File: config.mk
export PLATFORM = sky130hd
export DESIGN_NAME = array_bus_merge
export DESIGN_NICKNAME = d
export VERILOG_FILES = /design/src/rtl/array_bus_merge.sv
export SDC_FILE = /design/constraint.sdc
export NUM_CORES = 1
export LEC_CHECK = 0
export BUFFER_PORTS_ARGS = -buffer_cell sky130_fd_sc_hd__buf_2
export CORE_MARGIN = 4
export CORE_UTILIZATION = 53
export CTS_CLUSTER_DIAMETER = 50
export DETAILED_ROUTE_END_ITERATION = 16
export PLACE_DENSITY_LB_ADDON = 0.1
export REMOVE_ABC_BUFFERS = 1
export SYNTH_ARGS = -nofsm -noshare
export SYNTH_HDL_FRONTEND = slang
export SYNTH_SLANG_ARGS = --single-unit
File: constraint.sdc
create_clock -name clk -period 2.3 [get_ports clk]
set_clock_uncertainty 0.05 [all_clocks]
set_input_delay 0.115 -clock clk [delete_from_list [all_inputs] [get_ports clk]]
set_output_delay 0.115 -clock clk [all_outputs]
set_load 0.05 [all_outputs]
File: src/rtl/array_bus_merge.sv
// array_bus_merge
//   Merges a 2-lane array bus into a single ready/valid stream. Each lane has its own
//   DEPTH-entry FIFO with no backpressure to the source. Words arriving while a lane's FIFO
//   is full are dropped and flagged. A one-entry registered output stage is refilled from
//   the FIFOs by a round-robin arbiter.
//
// Ports
//   clk        rising-edge clock for all state
//   rst        synchronous, active-high reset
//   in_data    per-lane input data            [0:1] x DATA_WIDTH
//   in_valid   per-lane input valid           [0:1]
//   out_data   merged stream data (registered)
//   out_lane   source lane of out_data (registered)
//   out_valid  merged stream valid (registered)
//   out_ready  sink ready; transfer when out_valid && out_ready
//   overflow   sticky per-lane drop flag      [0:1]

module array_bus_merge #(
  parameter int unsigned DATA_WIDTH = 8,
  parameter int unsigned DEPTH      = 4
) (
  input  logic                  clk,
  input  logic                  rst,
  input  logic [DATA_WIDTH-1:0] in_data   [0:1],
  input  logic                  in_valid  [0:1],
  output logic [DATA_WIDTH-1:0] out_data,
  output logic                  out_lane,
  output logic                  out_valid,
  input  logic                  out_ready,
  output logic                  overflow  [0:1]
);

  localparam int unsigned PtrW = $clog2(DEPTH);
  localparam int unsigned CntW = PtrW + 1;
  localparam logic [CntW-1:0] DepthCnt = CntW'(DEPTH);

  // Per-lane FIFO storage and bookkeeping.
  logic [DATA_WIDTH-1:0] mem_q    [0:1][0:DEPTH-1];
  logic [PtrW-1:0]       wr_ptr_q [0:1];
  logic [PtrW-1:0]       rd_ptr_q [0:1];
  logic [CntW-1:0]       count_q  [0:1];
  logic [CntW-1:0]       count_d  [0:1];
  logic                  ovf_q    [0:1];

  // Output stage and arbiter state.
  logic [DATA_WIDTH-1:0] out_data_q;
  logic                  out_lane_q;
  logic                  out_valid_q;
  logic                  last_grant_q;

  logic empty [0:1];
  logic full  [0:1];
  logic push  [0:1];
  logic pop   [0:1];
  logic drop  [0:1];
  logic load;
  logic grant;

  always_comb begin
    for (int i = 0; i < 2; i++) begin
      empty[i] = (count_q[i] == '0);
      full[i]  = (count_q[i] == DepthCnt);
    end

    // Refill when the stage is empty or draining this cycle; occupancy is pre-push.
    load = (!out_valid_q || out_ready) && (!empty[0] || !empty[1]);

    // On a tie, favour the lane not granted last; otherwise take the non-empty lane.
    if (!empty[0] && !empty[1]) begin
      grant = ~last_grant_q;
    end else begin
      grant = empty[0];
    end

    pop[0] = load && !grant;
    pop[1] = load && grant;

    for (int i = 0; i < 2; i++) begin
      // Fullness is judged before this edge's pop, so a full lane drops even while popping.
      push[i]    = in_valid[i] && !full[i];
      drop[i]    = in_valid[i] && full[i];
      count_d[i] = count_q[i] + CntW'(push[i]) - CntW'(pop[i]);
    end
  end

  always_ff @(posedge clk) begin
    if (rst) begin
      for (int i = 0; i < 2; i++) begin
        wr_ptr_q[i] <= '0;
        rd_ptr_q[i] <= '0;
        count_q[i]  <= '0;
        ovf_q[i]    <= 1'b0;
      end
      out_data_q   <= '0;
      out_lane_q   <= 1'b0;
      out_valid_q  <= 1'b0;
      last_grant_q <= 1'b1;
    end else begin
      for (int i = 0; i < 2; i++) begin
        if (push[i]) begin
          mem_q[i][wr_ptr_q[i]] <= in_data[i];
          wr_ptr_q[i]           <= wr_ptr_q[i] + 1'b1;
        end
        if (pop[i]) begin
          rd_ptr_q[i] <= rd_ptr_q[i] + 1'b1;
        end
        count_q[i] <= count_d[i];
        if (drop[i]) begin
          ovf_q[i] <= 1'b1;
        end
      end

      if (load) begin
        out_valid_q  <= 1'b1;
        out_data_q   <= mem_q[grant][rd_ptr_q[grant]];
        out_lane_q   <= grant;
        last_grant_q <= grant;
      end else if (out_ready) begin
        out_valid_q <= 1'b0;
      end
    end
  end

  assign out_data    = out_data_q;
  assign out_lane    = out_lane_q;
  assign out_valid   = out_valid_q;
  assign overflow[0] = ovf_q[0];
  assign overflow[1] = ovf_q[1];

endmodule

==> impl_metrics.tcl <==
set metrics [dict create \
    run_status "complete, no violations" \
    crit_required_ns 2.49 \
    cpPeakStageDelay_ns 0.42 \
    die_x_microns 92.26 \
    final_util 0.6599 \
    slew_viol_final 0 \
    grt_pass1_wl_microns 10260 \
    rsz0062_at_grt "yes" \
    finalSetupViolCount 0 \
    dieHeight_microns 92.26 \
    drv_cap 0 \
    path_clk_slew_ns 0.09 \
    areaGrowthSynthToFinish_pct 19.82 \
    dpl.hpwl_microns 4373 \
    cp_common_cell "or3_4" \
    clk_latency_ns 0.35 \
    route.detailed.drc 0 \
    antenna_cells 0 \
    multi_input_area_sq_um 1149 \
    synthFlopType "edfxtp_1" \
    cts_tree "yes" \
    cts_max_path_buffers 2 \
    max_slew_margin 0.6676 \
    cts_max_level 3 \
    min_period_ns 2.246 \
    io_buffers 32 \
    finalWirelength_microns 6279 \
    core_area_sq_um 6832 \
    worstPathArrival_ns 2.44 \
    wire_per_inst_microns 16.10 \
    fmax_ghz 0.4452 \
    vdd_drop_max_mv 0.7812 \
    synth.top_cells.by_count "74 x edfxtp_1, 19 x nor2_1, 17 x dfxtp_1" \
    clkSinkCount 91 \
    synth_top_family_by_area "multiplexers" \
    synth_area_leader_cell "edfxtp_1" \
    grt_max_degree 21 \
    synth_edf_count 74 \
    drive_above_1_share 0.3265 \
    synth_top_area_share 0.5906 \
    path_max_fanout 5 \
    initial_core_util 0.5507 \
    nFillCells 502 \
    seq_area_sq_um 2566 \
    cts-buffers-inserted 9 \
    rows 30 \
    path_cells "or3_4 > o41ai_4 > or3_4 > nand2_1 > ha_1 > fa_1 > xnor2_1 > nor2_1" \
    grtUsageTotal 0.1633 \
    io_pins 33 \
    synthXorXnorAreaFrac 0.01630 \
    gp_congestion 0.7327 \
    cts-root-buf "clkbuf_8" \
    antenna_found_initial 0 \
    synth-compound-area-share 0.04689 \
    timing.hold.ws_ns 0.09878 \
    grt_pass1_vias 2076 \
    synth_seq_cells 91 \
    vias 1957 \
    p_leak_nw 1.658 \
    final_nets 322 \
    fp.dieArea_sq_um 8511 \
    synth_mux_area_frac 0.1171 \
    syn_avg_cell_area_sq_um 16.87 \
    grt_overflow 0 \
    netlist_area_sq_um 3762 \
    final_hold_viol_count 0 \
    worstMarginPinSlew_ns 0.4957 \
    synth_area_leaders "edfxtp_1 59%, mux4_2 9.6%, dfxtp_1 9.0%" \
    start_kind "flop" \
    cp_slowest_cell "or3_4" \
    power_density_nw_per_um2 1202 \
    antenna_left 0 \
    synth.distinct_cells 34 \
    min_period_over_period 0.9767 \
    synthMostInstantiatedCell "edfxtp_1" \
    endpoint_kind "flop" \
    synth_fa_ha_area_frac 0.04390 \
    synth-simple-area-share 0.07383 \
    postSynthCellCount 223 \
    critical_path_class "flop to flop" \
    firstDrtPassIters 4 \
    yosysSeqAreaShare 0.6811 \
    worst_hold_path_type "input pin to flop" \
    drt_iter0_drc 96 \
    ys_async_sr_fraction 0 \
    ys_warn_count 0 \
    vias_per_cell 5.018 \
]
## registers in the layout, indices dropped and copies added (netlist names)
| register | count |
|---|---|
| out_valid | 1 |
| last_grant_q | 1 |
| wr_ptr_q | 4 |
| rd_ptr_q | 4 |
| out_lane | 1 |
| mem_q | 64 |
| count_q | 6 |
| ovf_q | 2 |
| out_data | 8 |
## path summary, 6_finish.rpt
kind	end	startpoint	slack [ns]	cells after the start
worst max-delay path	count_q[0][2]	count_q[0][0]	0.05	8
worst min-delay path	ovf_q[0][1]	in_valid[0]	0.1	3
worst max register to register	count_q[0][2]	count_q[0][0]	0.05	8
worst min register to register	out_data[3]	out_data[3]	0.46	2
## worst max-delay path: cells and delay by family (launching register included)
kind,cells,cell delay [ns]
fa+ha+maj,2,0.57
compound gates,1,0.28
flops,1,0.36
simple gates,4,0.72
xor+xnor,1,0.16
## placed cells by master (no fill, tap or decap), types with 2 or more instances in the layout
master          n
ha_1            9
xnor2_1         5
edfxtp_1       74
or2_2           2
nor2b_1         5
clkinv_4        2
inv_1           8
dlygate4sd3_1  17
nor2_1         19
inv_6           2
buf_2          32
a21oi_1         3
and2_1          8
mux4_2         16
dfxtp_1        16
buf_4          15
mux2i_1         8
nand2b_1        4
or3_4           2
clkbuf_8        9
a211oi_2        4
nor3_1          6
a211oi_1        6
nand3_1         2
## through the flow
step	worst slack (ns)	area, sq um	power (mW)	instances	TNS (ns)
after global placement	0.1087	4091	4.241	355	0
after floorplan	-0.4121	3714	3.724	214	-0.6194
after detailed placement	0.04832	4091	4.279	355	0
after CTS	0.04558	4462	5.370	388	0
final	0.05368	4508	5.419	390	0
after global routing	-0.02089	4508	5.764	390	-0.03460
## area by class of cell
| type | instances | share of cell area |
|---|---|---|
| Sequential cell | 91 | 0.5692 |
| Clock buffer | 10 | 0.02831 |
| Tap cell | 96 | 0.02664 |
| Inverter | 8 | 0.006661 |
| Timing Repair Buffer | 64 | 0.09825 |
| Multi-Input combinational cell | 115 | 0.2548 |
| Clock inverter | 6 | 0.01610 |
## per-layer routing
layer | track usage | share of wire
met2 | 0.2603 | 0.49
met3 | 0.04266 | 0.035
met5 | 0 | 0
met1 | 0.2156 | 0.46
met4 | 0.06312 | 0.014
## report_power, final
group          switching, mW  internal [mW]
clock network          0.557          0.514
registers              0.172           2.08
logic                   1.15          0.950
total                   1.88           3.54
## kinds of logic after synthesis
group                    Yosys count
multiplexers                      24
AO/OA/AOI/OAI                     19
XOR/XNOR                           7
flip-flops                        91
AND/OR/NAND/NOR                   53
adder cells (fa/ha/maj)           12
buffers and inverters             17
## what timing repair did
| action | 4_1_cts | 5_1_grt |
|---|---|---|
| hold buffers | 17 | 0 |
| setup buffers | 0 | 2 |
| resized for setup | 0 | 8 |
| hold endpoints to repair | 65 | 0 |
| endpoints found under the setup margin | 0 | 1 |
Power figures use the tool's default switching activity.
